File: config.mk
export PLATFORM = sky130hd
export DESIGN_NAME = noise_channel_gen
export DESIGN_NICKNAME = d
export VERILOG_FILES = /design/src/rtl/noise_channel_gen.sv
export SDC_FILE = /design/constraint.sdc
export NUM_CORES = 1
export LEC_CHECK = 0
export CAP_MARGIN = 20
export CORE_ASPECT_RATIO = 1.1
export CORE_UTILIZATION = 50
export DETAILED_ROUTE_END_ITERATION = 8
export MAX_ROUTING_LAYER = met4
export PLACE_DENSITY = 0.75
export SYNTH_ARGS = -nofsm -noshare
export SYNTH_HDL_FRONTEND = slang
export SYNTH_SLANG_ARGS = --single-unit
File: constraint.sdc
create_clock -name clk -period 2.62 [get_ports clk]
set_input_delay 0.393 -clock clk [delete_from_list [all_inputs] [get_ports clk]]
set_output_delay 0.393 -clock clk [all_outputs]
set_load 0.005 [all_outputs]
File: src/rtl/noise_channel_gen.sv
// noise_channel_gen: LFSR noise voice (period timer, LFSR, envelope, length) feeding the APU mixer.
// Latency: out is combinational from registered LFSR/length/envelope state (zero cycles).
// Backpressure: none; state advances only on cpu_clk_en and frame-counter strobes.
module length_counter (
   input  logic       clk,
   input  logic       rst_l,
   input  logic       cpu_clk_en,
   input  logic       half_clk_en,
   input  logic       disable_l,
   input  logic       halt,
   input  logic       load,
   input  logic [4:0] load_data,
   output logic       non_zero
);
   logic [7:0] count;

   function automatic logic [7:0] length_lut(input logic [4:0] idx);
      logic [7:0] v;
      v = '0;
      case (idx)
         5'd0:  v = 8'd10;   5'd1:  v = 8'd254;  5'd2:  v = 8'd20;   5'd3:  v = 8'd2;
         5'd4:  v = 8'd40;   5'd5:  v = 8'd4;    5'd6:  v = 8'd80;   5'd7:  v = 8'd6;
         5'd8:  v = 8'd160;  5'd9:  v = 8'd8;    5'd10: v = 8'd60;   5'd11: v = 8'd10;
         5'd12: v = 8'd14;   5'd13: v = 8'd12;   5'd14: v = 8'd26;   5'd15: v = 8'd14;
         5'd16: v = 8'd12;   5'd17: v = 8'd16;   5'd18: v = 8'd24;   5'd19: v = 8'd18;
         5'd20: v = 8'd48;   5'd21: v = 8'd20;   5'd22: v = 8'd96;   5'd23: v = 8'd22;
         5'd24: v = 8'd192;  5'd25: v = 8'd24;   5'd26: v = 8'd72;   5'd27: v = 8'd26;
         5'd28: v = 8'd16;   5'd29: v = 8'd28;   5'd30: v = 8'd32;   5'd31: v = 8'd30;
      endcase
      return v;
   endfunction

   // Disable clears immediately, independent of the CPU strobe, and blocks any load.
   always_ff @(posedge clk or negedge rst_l) begin
      if (!rst_l) begin
         count <= '0;
      end else if (!disable_l) begin
         count <= '0;
      end else if (cpu_clk_en) begin
         if (load)
            count <= length_lut(load_data);
         else if (half_clk_en && !halt && count != '0)
            count <= count - 8'd1;
      end
   end

   assign non_zero = (count != '0);
endmodule

module noise_channel_gen #(
   parameter int LFSR_W    = 15,
   parameter int TAP_LONG  = 1,
   parameter int TAP_SHORT = 6,
   parameter int TIMER_W   = 12,
   parameter int VOL_W     = 4,
   parameter int PAL       = 0
) (
   input  logic              clk,
   input  logic              rst_l,
   input  logic              cpu_clk_en,
   input  logic              half_clk_en,
   input  logic              quarter_clk_en,
   input  logic              disable_l,
   input  logic [VOL_W-1:0]  vol,
   input  logic              const_vol,
   input  logic              length_halt,
   input  logic [3:0]        period_idx,
   input  logic              mode,
   input  logic [4:0]        length_load_data,
   input  logic              length_load,
   input  logic              env_load,
   input  logic              lfsr_reseed,
   output logic              length_non_zero,
   output logic [VOL_W-1:0]  out,
   output logic [LFSR_W-1:0] lfsr_state
);
   logic [TIMER_W-1:0] timer;
   logic [TIMER_W-1:0] reload;
   logic               pulse;
   logic [LFSR_W-1:0]  lfsr;
   logic [LFSR_W-1:0]  lfsr_shift;
   logic               fb;
   logic               env_start;
   logic [VOL_W-1:0]   env_div;
   logic [VOL_W-1:0]   env_decay;

   function automatic logic [TIMER_W-1:0] period_lut(input logic [3:0] idx);
      logic [11:0] p;
      p = '0;
      if (PAL != 0) begin
         case (idx)
            4'd0:  p = 12'd4;    4'd1:  p = 12'd8;    4'd2:  p = 12'd14;   4'd3:  p = 12'd30;
            4'd4:  p = 12'd60;   4'd5:  p = 12'd88;   4'd6:  p = 12'd118;  4'd7:  p = 12'd148;
            4'd8:  p = 12'd188;  4'd9:  p = 12'd236;  4'd10: p = 12'd354;  4'd11: p = 12'd472;
            4'd12: p = 12'd708;  4'd13: p = 12'd944;  4'd14: p = 12'd1890; 4'd15: p = 12'd3778;
         endcase
      end else begin
         case (idx)
            4'd0:  p = 12'd4;    4'd1:  p = 12'd8;    4'd2:  p = 12'd16;   4'd3:  p = 12'd32;
            4'd4:  p = 12'd64;   4'd5:  p = 12'd96;   4'd6:  p = 12'd128;  4'd7:  p = 12'd160;
            4'd8:  p = 12'd202;  4'd9:  p = 12'd254;  4'd10: p = 12'd380;  4'd11: p = 12'd508;
            4'd12: p = 12'd762;  4'd13: p = 12'd1016; 4'd14: p = 12'd2034; 4'd15: p = 12'd4068;
         endcase
      end
      return TIMER_W'(p);
   endfunction

   // Reloading with N-1 and pulsing at zero makes the shift period exactly N strobes.
   assign reload     = period_lut(period_idx) - TIMER_W'(1);
   assign pulse      = cpu_clk_en && (timer == '0);
   assign fb         = lfsr[0] ^ (mode ? lfsr[TAP_SHORT] : lfsr[TAP_LONG]);
   assign lfsr_shift = {fb, lfsr[LFSR_W-1:1]};

   always_ff @(posedge clk or negedge rst_l) begin
      if (!rst_l) begin
         timer <= '0;
         lfsr  <= LFSR_W'(1);
      end else if (lfsr_reseed) begin
         timer <= reload;
         lfsr  <= LFSR_W'(1);
      end else if (cpu_clk_en) begin
         timer <= pulse ? reload : timer - TIMER_W'(1);
         if (pulse)
            lfsr <= (lfsr_shift == '0) ? LFSR_W'(1) : lfsr_shift;
      end
   end

   // env_load is applied after the quarter tick so a coincident tick still sees the old start flag.
   always_ff @(posedge clk or negedge rst_l) begin
      if (!rst_l) begin
         env_start <= 1'b0;
         env_div   <= '0;
         env_decay <= '0;
      end else if (cpu_clk_en) begin
         if (quarter_clk_en) begin
            if (env_start) begin
               env_start <= 1'b0;
               env_decay <= '1;
               env_div   <= vol;
            end else if (env_div == '0) begin
               env_div <= vol;
               if (env_decay != '0)
                  env_decay <= env_decay - VOL_W'(1);
               else if (length_halt)
                  env_decay <= '1;
            end else begin
               env_div <= env_div - VOL_W'(1);
            end
         end
         if (env_load)
            env_start <= 1'b1;
      end
   end

   length_counter u_length (
      .clk         (clk),
      .rst_l       (rst_l),
      .cpu_clk_en  (cpu_clk_en),
      .half_clk_en (half_clk_en),
      .disable_l   (disable_l),
      .halt        (length_halt),
      .load        (length_load),
      .load_data   (length_load_data),
      .non_zero    (length_non_zero)
   );

   assign out        = (!length_non_zero || lfsr[0]) ? '0 : (const_vol ? vol : env_decay);
   assign lfsr_state = lfsr;
endmodule
==> results of run 1 <==
## sequential cells by signal, summed over array words and instances (netlist names)
| register | count |
|---|---|
| timer | 12 |
| env_div | 4 |
| env_decay | 4 |
| u_length.count | 8 |
| env_start | 1 |
| lfsr_state | 15 |
## worst max-delay path, cell delays in order, from the launching register on
cell and delay (ns):
sky130_fd_sc_hd__dfrtp_1 0.43, sky130_fd_sc_hd__nor4_2 0.50, sky130_fd_sc_hd__nand2_2 0.17, sky130_fd_sc_hd__nand2b_1 0.17, sky130_fd_sc_hd__nor2_1 0.07, sky130_fd_sc_hd__clkdlybuf4s50_1 0.44
## cell families after synthesis
logic type / Yosys count
flops: 44
xor+xnor: 5
compound gates: 122
fa+ha+maj: 14
simple gates: 163
mux: 9
buf+inv: 42
## per-stage QoR
| stage | setup WS [ns] | hold WS, ns |
|---|---|---|
| 2_1_floorplan | 0.3443 | 0.09741 |
| 3_3_place_gp | 0.1723 | 0.5445 |
| 3_5_place_dp | 0.1177 | 0.5502 |
| 4_1_cts | 0.08406 | 0.2713 |
| 5_1_grt | 0.04960 | 0.3016 |
| 6_report | 0.1596 | 0.2332 |
## power breakdown
group / internal (mW) / total [mW] / switching, mW / leakage [nW]
combinational: 0.245 / 0.520 / 0.274 / 1.00
clock: 0.283 / 0.523 / 0.240 / 0.0552
sequential: 0.757 / 0.861 / 0.104 / 0.557
## final cells by class
class / count / share of cell area [%]
Inverter: 20 / 1.919
Clock buffer: 6 / 1.855
Tap cell: 80 / 2.559
Clock inverter: 2 / 0.8957
Sequential cell: 44 / 28.22
Timing Repair Buffer: 65 / 15.16
Multi-Input combinational cell: 313 / 49.39
## what timing repair did
item	in CTS	in global routing
setup buffers	0	1
resized for setup	0	3
hold endpoints to repair	0	0
setup endpoints to repair	0	4
## synth_stat cells, types with 8 or more instances
master and number:
sky130_fd_sc_hd__nand2_1 45, sky130_fd_sc_hd__ha_1 13, sky130_fd_sc_hd__mux2i_1 8, sky130_fd_sc_hd__clkbuf_1 14
sky130_fd_sc_hd__nand3_1 14, sky130_fd_sc_hd__a21oi_1 39, sky130_fd_sc_hd__nor2b_1 8, sky130_fd_sc_hd__dfrtp_1 43
sky130_fd_sc_hd__nor3_1 14, sky130_fd_sc_hd__o21ai_0 33, sky130_fd_sc_hd__nor2_1 36, sky130_fd_sc_hd__inv_1 20
## path summary, 6_finish.rpt
| path | end | slack (ns) | cells past startpoint |
|---|---|---|---|
| worst max register to register | timer[8] | 0.49 | 7 |
| worst min-delay path | env_decay[0] | 0.23 | 1 |
| worst max-delay path | out[2] | 0.16 | 5 |
| max in group asynchronous | u_length.count[0] | 1.71 | 1 |
| worst min register to register | lfsr_state[12] | 0.55 | 2 |
| min in group clk | lfsr_state[12] | 0.55 | 2 |
## layer usage
layer / part of all wire, % / vias up / track usage (%)
li1: - / 1548 / -
met1: 45 / 1492 / 31.46
met2: 49 / 100 / 40.03
met3: 4.5 / 14 / 3.298
met4: 1.1 / 0 / 8.923
met5: 0 / - / -
==> load_flow_metrics.sql, run 1 <==
INSERT INTO impl_metrics (metric_group, metric, value, unit) VALUES
('critical_path', 'timing.critical_path.from_type', 'flop', ''),
('final_layout', 'syn2layout_area_growth', '22.30', '%'),
('synthesis', 'post_synth_mux_area_share', '2.856', '%'),
('critical_path', 'setup.worst_path.start', 'u_length.count[4]', ''),
('final_layout', 'final_util', '63.54', '%'),
('sta', 'timing.final.hold_violations', '0', ''),
('sta', 'setup_viol', '0', ''),
('grt', 'grt_max_degree', '45', ''),
('route', 'final_antenna_net_count', '0', ''),
('sta', 'max_freq', '406.4', 'MHz'),
('flow_run', 'max_cap_violations', '0', ''),
('place', 'place_inst', '521', ''),
('synthesis', 'synth-compound-area-share', '23.59', '%'),
('route', 'wirelength', '7.714', 'mm'),
('critical_path', 'timing.critical_path.fanout_max', '4', ''),
('synthesis', 'synth-seq-area-share', '34.47', '%'),
('floorplan', 'fp-row-count', '30', ''),
('final_layout', 'seq_area', '0.001104', 'mm^2'),
('route', 'dr_total_vias', '3154', ''),
('grt', 'antenna_violations_before_repair', '0', ''),
('synthesis', 'count_of_flip_flops_with_a_built_in_enable_after_synthesis', '0', ''),
('sta', 'fin_skew', '0.01423', 'ns'),
('critical_path', 'worstReg2RegStart', 'timer[0]', ''),
('synthesis', 'synth_xor_xnor_area_share', '1.369', '%'),
('route', 'route.detailed.wl_per_inst', '14.55', 'um'),
('sta', 'max_slew.worst_pin.slew', '0.9791', 'ns'),
('route', 'drc', '0', ''),
('synthesis', 'area_share_of_the_largest_cell_type_after_synthesis', '33.65', '%'),
('final_layout', 'num-nets-final', '487', ''),
('synthesis', 'synth_fp_nets', '437', ''),
('synthesis', 'yosys.cell_types.count', '67', ''),
('synthesis', 'number_of_register_bits_inferred_by_synthesis', '44', ''),
('clock_tree', 'cts_tree', 'built', ''),
('synthesis', 'synth_top_cell_by_area', 'sky130_fd_sc_hd__dfrtp_1', ''),
('power', 'power.ir.vdd_worst', '321.8', 'uV'),
('synthesis', 'yosys.area_share.simple', '26.96', '%'),
('synthesis', 'syn_avg_cell_area', '8.015', 'um^2'),
('clock_tree', 'cts_sinks', '44', ''),
('final_layout', 'most_frequent_cells_in_the_layout', '44 x sky130_fd_sc_hd__nand2_1, 43 x sky130_fd_sc_hd__clkdlybuf4s50_1, 42 x sky130_fd_sc_hd__dfrtp_1, 39 x sky130_fd_sc_hd__a21oi_1, 36 x sky130_fd_sc_hd__nor2_1', ''),
('final_layout', 'fillerInstances', '558', ''),
('power', 'power.static_leakage', '1.615', 'nW'),
('clock_tree', 'clkTransAtPathRegs', '0.09', 'ns'),
('critical_path', 'crit_arrival', '2.07', 'ns'),
('floorplan', 'dieArea', '0.006721', 'mm^2'),
('synthesis', 'synthFlopType', 'sky130_fd_sc_hd__dfrtp_1', ''),
('critical_path', 'path_class', 'reg2out', ''),
('sta', 'report.final.slew_viol_count', '0', ''),
('route', 'drt_iter0_drc', '164', ''),
('synthesis', 'synthArstFlopShare', '100.0', '%'),
('sta', 'setup_repair_after_global_routing_missed_its_margin', 'false', ''),
('clock_tree', 'clock_insertion_delay_worst_skew', '0.31', 'ns'),
('place', 'place_area', '0.003787', 'mm^2'),
('sta', 'fin_crit_sh', '93.91', '%'),
('synthesis', 'synthesis.area', '0.003198', 'mm^2'),
('floorplan', 'design.portCount', '45', ''),
('power', 'pwr_density_cell', '486.5', 'mW/mm^2'),
('status', 'run_status', 'finished, final reports clean', ''),
('floorplan', 'vertical_extent_of_the_die', '85.88', 'um'),
('final_layout', 'drive_above_1_share', '10.67', '%'),
('grt', 'grt_pass1_vias', '2860', ''),
('sta', 'time_the_worst_path_needs_with_i_o_delays_and_setup', '2.460', 'ns'),
('critical_path', 'worst_path_required', '2.23', 'ns'),
('synthesis', 'mapped_cells', '399', ''),
('place', 'gp_routability_congestion', '0.8663', ''),
('final_layout', 'multi_input_area', '0.001932', 'mm^2'),
('sta', 'timing.max_slew.rel_slack', '34.72', '%'),
('synthesis', 'synth_top_family_by_area', 'simple AND/OR/NAND/NOR gates', ''),
('clock_tree', 'cts-htree-levels', '2', ''),
('floorplan', 'die-width', '78.26', 'um'),
('route', 'avgViaCountPerCell', '5.951', ''),
('grt', 'global_route.overflow_total', '0', '');
Note: power is estimated with default switching activity, not from simulation.
==> run 2: changes to the inputs <==
CORE_UTILIZATION = 55   (was 50)
PLACE_DENSITY = 0.81   (was 0.75)
==> run 2 against run 1 <==
Core utilization is 7.3 points higher. Global-route usage up 2.4 points. Critical path type unchanged. Via count fell by 3.1%. Non-clock buffer count is 2 lower. Largest cell class unchanged. Routed wire length is 5.5% lower. Worst setup slack worse by 0.033 ns. Register-to-register slack got worse by 0.03 ns. Power up 0.54%. Critical endpoint is now out[3].
==> load_flow_metrics.sql, run 2 (synthesized netlist as in run 1, its figures left out) <==
INSERT INTO impl_metrics (metric_group, metric, value, unit) VALUES
('place', 'gp_routability_congestion', '0.8775', ''),
('grt', 'grt_use_met3', '3.313', '%'),
('floorplan', 'floorplan.core_area', '0.005500', 'mm^2'),
('sta', 'total_negative_setup_slacks', '0', 'ns'),
('critical_path', 'worstRegToRegCells', '7', ''),
('floorplan', 'vertical_extent_of_the_die', '81.98', 'um'),
('critical_path', 'timing.critical_path.fanout_max', '6', ''),
('grt', 'grt_pass1_vias', '2901', ''),
('final_layout', 'multi_input_area', '0.001924', 'mm^2'),
('place', 'place_inst', '515', ''),
('final_layout', 'finished_cell_area', '0.003896', 'mm^2'),
('clock_tree', 'clk_path_buf_depth', '2', ''),
('clock_tree', 'clkTransAtPathRegs', '0.09', 'ns'),
('final_layout', 'final_util', '70.84', '%'),
('route', 'route.detailed.wl_per_inst', '13.94', 'um'),
('critical_path', 'reg2reg_setup_slack', '0.46', 'ns'),
('critical_path', 'crit_arrival', '2.10', 'ns'),
('status', 'run_status', 'finished, final reports clean', ''),
('sta', 'time_the_worst_path_needs_with_i_o_delays_and_setup', '2.493', 'ns'),
('power', 'finalPower', '1.913', 'mW'),
('final_layout', 'layout_commonest_cell', 'sky130_fd_sc_hd__nand2_1', ''),
('sta', 'whs', '0.2522', 'ns'),
('power', 'p_int', '1.306', 'mW'),
('floorplan', 'die-width', '74.71', 'um'),
('sta', 'timing.max_slew.rel_slack', '33.90', '%'),
('min_path', 'hold_path.class', 'in2async', ''),
('sta', 'timing.final.hold_violations', '0', ''),
('critical_path', 'timing.critical_path.from_type', 'flop', ''),
('sta', 'setup_viol', '0', ''),
('final_layout', 'largest_register_ffs', '15', ''),
('grt', 'global_route.overflow_total', '0', ''),
('route', 'dr_total_vias', '3057', ''),
('sta', 'max_freq', '401.1', 'MHz'),
('route', 'drt_iter0_drc', '179', ''),
('grt', 'met2_usage', '45.50', '%'),
('route', 'final_antenna_net_count', '0', ''),
('floorplan', 'floorplan.initialDensity', '58.14', '%'),
('place', 'placement.io_buffers', '44', ''),
('final_layout', 'most_frequent_cells_in_the_layout', '45 x sky130_fd_sc_hd__nand2_1, 43 x sky130_fd_sc_hd__clkdlybuf4s50_1, 42 x sky130_fd_sc_hd__dfrtp_1, 39 x sky130_fd_sc_hd__a21oi_1, 36 x sky130_fd_sc_hd__nor2_1', ''),
('route', 'drc', '0', ''),
('clock_tree', 'cts_root_buffer', 'sky130_fd_sc_hd__clkbuf_8', ''),
('sta', 'setup_repair_after_global_routing_missed_its_margin', 'false', ''),
('place', 'placement.setup.worst_slack', '0.1805', 'ns'),
('grt', 'grt_pass1_wl', '12.63', 'mm'),
('route', 'wirelength', '7.290', 'mm'),
('clock_tree', 'cts-htree-levels', '2', ''),
('clock_tree', 'cts_sinks', '44', ''),
('final_layout', 'syn2layout_area_growth', '21.83', '%'),
('critical_path', 'crit_path_max_incr_delay', '0.51', 'ns'),
('clock_tree', 'cts_tree', 'built', ''),
('sta', 'report.final.slew_viol_count', '0', ''),
('final_layout', 'num-nets-final', '485', ''),
('critical_path', 'rr_endpoint', 'timer[8]', ''),
('clock_tree', 'cts_hold_repair.buffers', '0', ''),
('critical_path', 'endpoint_class_of_the_critical_path', 'output pin', ''),
('power', 'pwr_density_cell', '491.1', 'mW/mm^2'),
('sta', 'fin_skew', '0.01026', 'ns'),
('grt', 'grt_usage', '26.99', '%'),
('floorplan', 'design.portCount', '45', ''),
('final_layout', 'drive_above_1_share', '10.04', '%'),
('place', 'place_hpwl', '5.372', 'mm'),
('flow_run', 'max_cap_violations', '0', ''),
('place', 'place_area', '0.003774', 'mm^2'),
('route', 'avgViaCountPerCell', '5.845', ''),
('route', 'first_pass_iters', '4', ''),
('clock_tree', 'clock_insertion_delay_worst_skew', '0.30', 'ns'),
('critical_path', 'cell_chain_critical_path', 'inv_1, ha_1, nor3b_1, nand2_1, nand2b_1, nor2_1, clkdlybuf4s50_1', ''),
('grt', 'gr-usage-met1', '33.51', '%'),
('final_layout', 'instances_no_fill', '523', ''),
('sta', 'postLayoutSetupSlackWorst', '0.1268', 'ns'),
('critical_path', 'master_of_the_slowest_instance_on_the_critical_path', 'sky130_fd_sc_hd__clkdlybuf4s50_1', ''),
('power', 'swShare', '31.73', '%'),
('critical_path', 'crit_family', 'simple AND/OR/NAND/NOR gates', ''),
('final_layout', 'seq_area', '0.001104', 'mm^2'),
('grt', 'grt_max_degree', '45', ''),
('power', 'power_switching', '0.6072', 'mW'),
('critical_path', 'worst_path_required', '2.23', 'ns'),
('power', 'power.ir.vdd_worst', '369.1', 'uV'),
('power', 'share_clk_of_total_power', '28.8', '%'),
('final_layout', 'fillerInstances', '474', ''),
('critical_path', 'worstReg2RegStart', 'timer[0]', ''),
('critical_path', 'path_buf_inv', '2', ''),
('floorplan', 'fp-row-count', '28', ''),
('sta', 'fin_crit_sh', '95.16', '%'),
('sta', 'max_slew.worst_pin.slew', '0.9915', 'ns'),
('final_layout', 'insertedDiodeCount', '0', ''),
('power', 'sequentialPowerShare', '44.8', '%'),
('clock_tree', 'cts-buffers-inserted', '5', ''),
('floorplan', 'dieArea', '0.006124', 'mm^2'),
('critical_path', 'path_class', 'reg2out', ''),
('grt', 'gr-max-usage-layer', 'met2', ''),
('power', 'power_frac_comb', '26.4', '%'),
('power', 'power.static_leakage', '1.609', 'nW'),
('grt', 'antenna_violations_before_repair', '0', '');
## run 2: changes by cell type in the layout (fill, tap and decap cells not counted)
cell and delta:
sky130_fd_sc_hd__buf_4 -2, sky130_fd_sc_hd__clkbuf_1 -1, sky130_fd_sc_hd__clkbuf_8 +1, sky130_fd_sc_hd__clkinv_2 -1, sky130_fd_sc_hd__clkinv_4 +1, sky130_fd_sc_hd__nand2_1 +1
sky130_fd_sc_hd__nand2_2 -1, sky130_fd_sc_hd__nor3b_1 +1, sky130_fd_sc_hd__nor3b_2 -1
## run 2: power groups by stage
stage	registers [mW]	logic (mW)	clock network (mW)
after floorplan	0.842	0.352	0
after global placement	0.866	0.487	0
after detailed placement	0.869	0.502	0
after CTS	0.856	0.504	0.563
after global routing	0.873	0.571	0.590
final	0.858	0.505	0.551
## run 2: how the worst max path moves through the flow
stage | from | end | depth (start not counted)
detailed placement | period_idx[1] | timer[5] | 11
finish | u_length.count[0] | out[3] | 7
global route | u_length.count[0] | out[2] | 7
floorplan | period_idx[0] | timer[5] | 11
CTS | u_length.count[0] | out[3] | 7
global placement | period_idx[1] | timer[5] | 11
## run 2: final cells by class
type                       count  share of cell area [%]
sequential                    44                   28.32
multi-input combinational    313                   49.39
tap                           75                   2.408
inverter                      20                   1.927
clock buffer                   6                   2.119
timing repair buffer          63                   14.84
clock inverter                 2                  0.9955
## run 2: metal layers
layer	up-vias	share of wire, %
met5	-	0
met3	6	3.9
met2	73	48
met4	0	1.3
li1	1545	-
met1	1433	47
## run 2: timing repair
action / CTS / global route
gates resized for setup: 0 / 1
endpoints found under the setup margin: 0 / 4
setup buffers: 0 / 0
